**config.mk**
```make
export PLATFORM = sky130hd
export DESIGN_NAME = wb_arbiter_2m
export DESIGN_NICKNAME = d
export VERILOG_FILES = /design/src/rtl/wb_arb_pkg.sv /design/src/rtl/wb_arb_pick.sv /design/src/rtl/wb_arbiter_2m.sv
export SDC_FILE = /design/constraint.sdc
export NUM_CORES = 1
export LEC_CHECK = 0
export CAP_MARGIN = 10
export CORE_AREA = 5 5 119 121
export CTS_CLUSTER_DIAMETER = 150
export CTS_CLUSTER_SIZE = 14
export DETAILED_ROUTE_END_ITERATION = 6
export DIE_AREA = 0 0 124 126
export SYNTH_ARGS = -nofsm -noshare
export SYNTH_HDL_FRONTEND = slang
export SYNTH_SLANG_ARGS = --single-unit
export TNS_END_PERCENT = 1
```
**constraint.sdc**
```tcl
create_clock -name clk -period 3.9 [get_ports clk]
set_input_delay 1.17 -clock clk [delete_from_list [all_inputs] [get_ports clk]]
set_output_delay 1.17 -clock clk [all_outputs]
set_load 0.005 [all_outputs]
```
**src/rtl/wb_arb_pkg.sv**
```systemverilog
// Shared types and grant encodings for the two-master Wishbone arbiter.
package wb_arb_pkg;

  typedef enum logic [1:0] {
    IDLE   = 2'b00,
    GNT_M0 = 2'b01,
    GNT_M1 = 2'b10
  } arb_state_t;

  localparam logic [1:0] GNT_NONE  = 2'b00;
  localparam logic [1:0] GNT_M0_OH = 2'b01;
  localparam logic [1:0] GNT_M1_OH = 2'b10;

  function automatic logic [1:0] state_to_gnt(input arb_state_t s);
    logic [1:0] g;
    g = GNT_NONE;
    case (s)
      GNT_M0:  g = GNT_M0_OH;
      GNT_M1:  g = GNT_M1_OH;
      default: g = GNT_NONE;
    endcase
    return g;
  endfunction

endpackage

```
**src/rtl/wb_arb_pick.sv**
```systemverilog
// Combinational winner selection from the two CYC requests.
// last_gnt_i: 0 = M0 was granted last, 1 = M1 was granted last.
import wb_arb_pkg::*;

module wb_arb_pick #(
  parameter bit RR_EN = 1'b0
) (
  input  logic       req0_i,
  input  logic       req1_i,
  input  logic       last_gnt_i,
  output arb_state_t pick_o
);

  always_comb begin
    pick_o = IDLE;
    if (req0_i && req1_i) begin
      // Round-robin favours whoever was not granted last; fixed mode drains data first.
      if (RR_EN) pick_o = last_gnt_i ? GNT_M0 : GNT_M1;
      else       pick_o = GNT_M1;
    end else if (req1_i) begin
      pick_o = GNT_M1;
    end else if (req0_i) begin
      pick_o = GNT_M0;
    end
  end

endmodule

```
**src/rtl/wb_arbiter_2m.sv**
```systemverilog
// Two-master / one-slave Wishbone arbiter; grant held for a whole CYC.
// Define WB_ARB_RR_EN for round-robin arbitration (default: fixed M1 > M0).
import wb_arb_pkg::*;

module wb_arbiter_2m #(
  parameter int unsigned ADDR_WIDTH = 32,
  parameter int unsigned DATA_WIDTH = 32
) (
  input  logic                    clk,
  input  logic                    reset,

  input  logic                    m0_wb_cyc_i,
  input  logic                    m0_wb_stb_i,
  input  logic                    m0_wb_we_i,
  input  logic [ADDR_WIDTH-1:0]   m0_wb_adr_i,
  input  logic [DATA_WIDTH-1:0]   m0_wb_dat_i,
  input  logic [DATA_WIDTH/8-1:0] m0_wb_sel_i,
  output logic                    m0_wb_ack_o,
  output logic [DATA_WIDTH-1:0]   m0_wb_dat_o,

  input  logic                    m1_wb_cyc_i,
  input  logic                    m1_wb_stb_i,
  input  logic                    m1_wb_we_i,
  input  logic [ADDR_WIDTH-1:0]   m1_wb_adr_i,
  input  logic [DATA_WIDTH-1:0]   m1_wb_dat_i,
  input  logic [DATA_WIDTH/8-1:0] m1_wb_sel_i,
  output logic                    m1_wb_ack_o,
  output logic [DATA_WIDTH-1:0]   m1_wb_dat_o,

  output logic                    s_wb_cyc_o,
  output logic                    s_wb_stb_o,
  output logic                    s_wb_we_o,
  output logic [ADDR_WIDTH-1:0]   s_wb_adr_o,
  output logic [DATA_WIDTH-1:0]   s_wb_dat_o,
  output logic [DATA_WIDTH/8-1:0] s_wb_sel_o,
  input  logic                    s_wb_ack_i,
  input  logic [DATA_WIDTH-1:0]   s_wb_dat_i,

  output logic [1:0]              gnt_o
);

  arb_state_t state_q, state_d, pick;
  logic [1:0] gnt_q;
  logic       last_gnt;

`ifdef WB_ARB_RR_EN
  localparam bit RR_EN = 1'b1;
  logic last_gnt_q;
  assign last_gnt = last_gnt_q;
`else
  localparam bit RR_EN = 1'b0;
  assign last_gnt = 1'b0;
`endif

  wb_arb_pick #(.RR_EN(RR_EN)) u_pick (
    .req0_i     (m0_wb_cyc_i),
    .req1_i     (m1_wb_cyc_i),
    .last_gnt_i (last_gnt),
    .pick_o     (pick)
  );

  // On release the owner's own CYC is already low, so the same pick covers
  // both the IDLE path and the direct hand-over to the other master.
  always_comb begin
    state_d = state_q;
    unique case (state_q)
      IDLE:    state_d = pick;
      GNT_M0:  if (!m0_wb_cyc_i) state_d = pick;
      GNT_M1:  if (!m1_wb_cyc_i) state_d = pick;
      default: state_d = IDLE;
    endcase
  end

  always_ff @(posedge clk) begin
    if (!reset) begin
      state_q <= IDLE;
      gnt_q   <= GNT_NONE;
    end else begin
      state_q <= state_d;
      gnt_q   <= state_to_gnt(state_d);
    end
  end

`ifdef WB_ARB_RR_EN
  always_ff @(posedge clk) begin
    if (!reset)                last_gnt_q <= 1'b0;
    else if (state_d != IDLE)  last_gnt_q <= (state_d == GNT_M1);
  end
`endif

  assign gnt_o = gnt_q;

  // Read data fans out to both masters; only the ACK is steered.
  assign m0_wb_dat_o = s_wb_dat_i;
  assign m1_wb_dat_o = s_wb_dat_i;

  always_comb begin
    s_wb_cyc_o  = 1'b0;
    s_wb_stb_o  = 1'b0;
    s_wb_we_o   = 1'b0;
    s_wb_adr_o  = '0;
    s_wb_dat_o  = '0;
    s_wb_sel_o  = '0;
    m0_wb_ack_o = 1'b0;
    m1_wb_ack_o = 1'b0;
    case (state_q)
      GNT_M0: begin
        s_wb_cyc_o  = m0_wb_cyc_i;
        s_wb_stb_o  = m0_wb_stb_i & m0_wb_cyc_i;
        s_wb_we_o   = m0_wb_we_i;
        s_wb_adr_o  = m0_wb_adr_i;
        s_wb_dat_o  = m0_wb_dat_i;
        s_wb_sel_o  = m0_wb_sel_i;
        m0_wb_ack_o = s_wb_ack_i;
      end
      GNT_M1: begin
        s_wb_cyc_o  = m1_wb_cyc_i;
        s_wb_stb_o  = m1_wb_stb_i & m1_wb_cyc_i;
        s_wb_we_o   = m1_wb_we_i;
        s_wb_adr_o  = m1_wb_adr_i;
        s_wb_dat_o  = m1_wb_dat_i;
        s_wb_sel_o  = m1_wb_sel_i;
        m1_wb_ack_o = s_wb_ack_i;
      end
      default: ;
    endcase
  end

endmodule

```
==> impl_metrics.ini <==
[floorplan]
coreArea_sq_um = 13000
boundaryPins = 316
dieWidth_um = 124
start_util = 0.139
num_rows = 42
die_y_um = 126
die-area_sq_um = 15600

[outcome]
outcome = finished, final reports clean

[synthesis]
synthTopCellsByArea = a22oi_1, buf_4, nor2b_1
synthesis.nets = 434
yosys.area.top_type = a22oi_1
yosys-mux-area-fraction = 0.00833
synth_xor_area_frac = 0
synthTopCellsByCount = nor2b_1, a22oi_1, buf_4, buf_2, clkbuf_1
synth_top_family_by_area = buffers and inverters
synth_edf_count = 0
yosysTopAreaCellShare = 0.292
ys_warn_count = 0
syn_area_per_cell_sq_um = 7.12
ys_seq_elements = 4
synthMostInstantiatedCell = nor2b_1
syn_inst = 253
synth_area_sq_um = 1800
synth_flop_cell = dfxtp_1
synth_compound_area_frac = 0.312
synthSimpleGateAreaFrac = 0.274
post_synth_fa_ha_maj_area_fraction = 0.0278
yosysUniqueCellTypes = 19
ys_seq_area_frac = 0.0444
async_flop_share = 0

[route]
firstDrtPassIters = 4
drt_wl_total_mm = 8.94
postRouteAntennaNets = 0
wire_per_inst_um = 15.7
vias = 2247
drtIter0Drc = 108
drc = 0
viasPerCell = 3.96

[timing]
tns_ns = 0
finalCriticalPeriod_ns = 3.70
worst_slew_pin_slew_ns = 0.526
drv_slew = 0
finalHoldViolCount = 0
clock.fmax_ghz = 0.271
maxSlewHeadroom = 0.649
clock_skew_ns = 0.00194
post-route-period-util = 0.948
rsz0062_at_grt = no
finalSetupViolations = 0

[clock_network]
ctsResizeCount = 0
cts_tree = yes
root_buffer = clkbuf_16
htreeDepth = 1
cts.path.max_buffers = 2
cts_sinks = 4
clk_latency_ns = 0.22
postCtsSetupRepairBufs = 0
clk_pin_slew_ns = 0.03
cts_hold_buffers = 0
numCtsBuffers = 3

[place]
dp.final_hpwl_mm = 7.29
place_area_sq_um = 3680
place.gp.congestion = 0.790
port_buffers = 219

[grt]
grt_pass1_vias = 2349
grt_max_degree = 69
met2_usage = 0.192
use_met3 = 0.0242
grt_use_total = 0.0989
gr-total-overflow = 0
grt_pass1_wl_mm = 12.4
antenna_found_initial = 0
met1_usage = 0.102
busiest_layer = met2

[finish]
final_layout_size_suffix_gt1_frac = 0.0281
final_area_sq_um = 3760
final_util = 0.290
syn_to_final_growth_pct = 109
n_antenna_cell = 0
nNetsFinal = 575

[setup_path]
r2r.worst_path.cells = 6
r2r_setup_slack_ns = 2.30
worstSetupEndpointType = output pin
worstPathRequired_ns = 2.73
worstReg2RegEnd = gnt_o[0]
path_max_fanout = 5
worstReg2RegStart = state_q[1]
worst_ep_arrival_time_ns = 2.53
path_class = input port to output pin
critPathLaunchType = input port

[power]
power_density_nw_per_um2 = 147
peakVddDrop_mv = 0.247
leakagePower_nw = 1.17

[worst_hold_path]
min_path_cells = 3
min-delay-start = state_q[1]
worstHoldEndpoint = state_q[1]
hp-class = flip-flop to flip-flop

[flow_run]
max_cap_violations = 0
-- layout by cell type, fill, tap and decap left out --
master / synthesis / routed
nor3_1: 1 / 1
buf_12: 0 / 2
buf_4: 65 / 2
nor2b_1: 71 / 71
a22oi_2: 1 / 1
ha_1: 4 / 2
dfxtp_1: 4 / 4
o32ai_1: 1 / 1
and3b_1: 1 / 1
inv_1: 3 / 3
nor2_1: 2 / 2
a21o_1: 1 / 1
clkbuf_16: 0 / 3
nand3_1: 2 / 2
clkdlybuf4s50_1: 0 / 219
and2_1: 2 / 2
nand2b_1: 1 / 1
a21boi_0: 1 / 1
ha_2: 0 / 2
a22oi_1: 70 / 70
mux2_4: 1 / 1
-- power by group --
group	internal, mW	switching (mW)
clock network	0.131	0.0273
logic	0.234	0.116
registers	0.0438	0.00202
-- cell type report --
type,count,area [sq um]
Sequential cell,4,80.1
Clock buffer,3,75.1
Tap cell,176,220
Fill cell,1427,9220
Multi-Input combinational cell,159,1130
Timing Repair Buffer,223,2250
Inverter,3,11.3
-- flip-flops by register name, summed over array words and instances (netlist names) --
register / cells
gnt_o: 2
state_q: 2
-- metal layers --
| layer | wire length, um | share of wire |
|---|---|---|
| met1 | 3080 | 0.34 |
| met3 | 926 | 0.10 |
| met4 | 193 | 0.022 |
| met2 | 4740 | 0.53 |
| met5 | 0 | 0 |
-- worst max-delay path by stage --
stage / start / end / slack, ns / cells past startpoint
global placement: m1_wb_cyc_i / s_wb_stb_o / 0.17 / 4
CTS: m1_wb_cyc_i / s_wb_stb_o / 0.18 / 4
finish: m1_wb_cyc_i / s_wb_stb_o / 0.20 / 4
detailed placement: m1_wb_cyc_i / s_wb_stb_o / 0.20 / 4
floorplan: m0_wb_cyc_i / s_wb_cyc_o / 1.29 / 2
global route: m1_wb_cyc_i / s_wb_stb_o / 0.12 / 4
-- kinds of logic after synthesis --
group | after synthesis
AO/OA/AOI/OAI | 74
adder cells (fa/ha/maj) | 4
buffers and inverters | 90
flip-flops | 4
multiplexers | 1
AND/OR/NAND/NOR | 80
-- metrics by stage --
step                      setup slack (ns)  std cells  hold WS (ns)  power (mW)
final                                0.204        568         0.730       0.554
after global routing                 0.116        568         0.773       0.589
after CTS                            0.183        568         0.728       0.562
after detailed placement             0.201        565         0.722       0.398
after global placement               0.174        565         0.709       0.394
after floorplan                       1.29        253         0.648       0.222
-- worst max-delay path, stage by stage --
cell	delay, ns
clkdlybuf4s50_1	0.56
nand3_1	0.09
a21boi_0	0.18
clkdlybuf4s50_1	0.53
(Power assumes the default switching activity.)
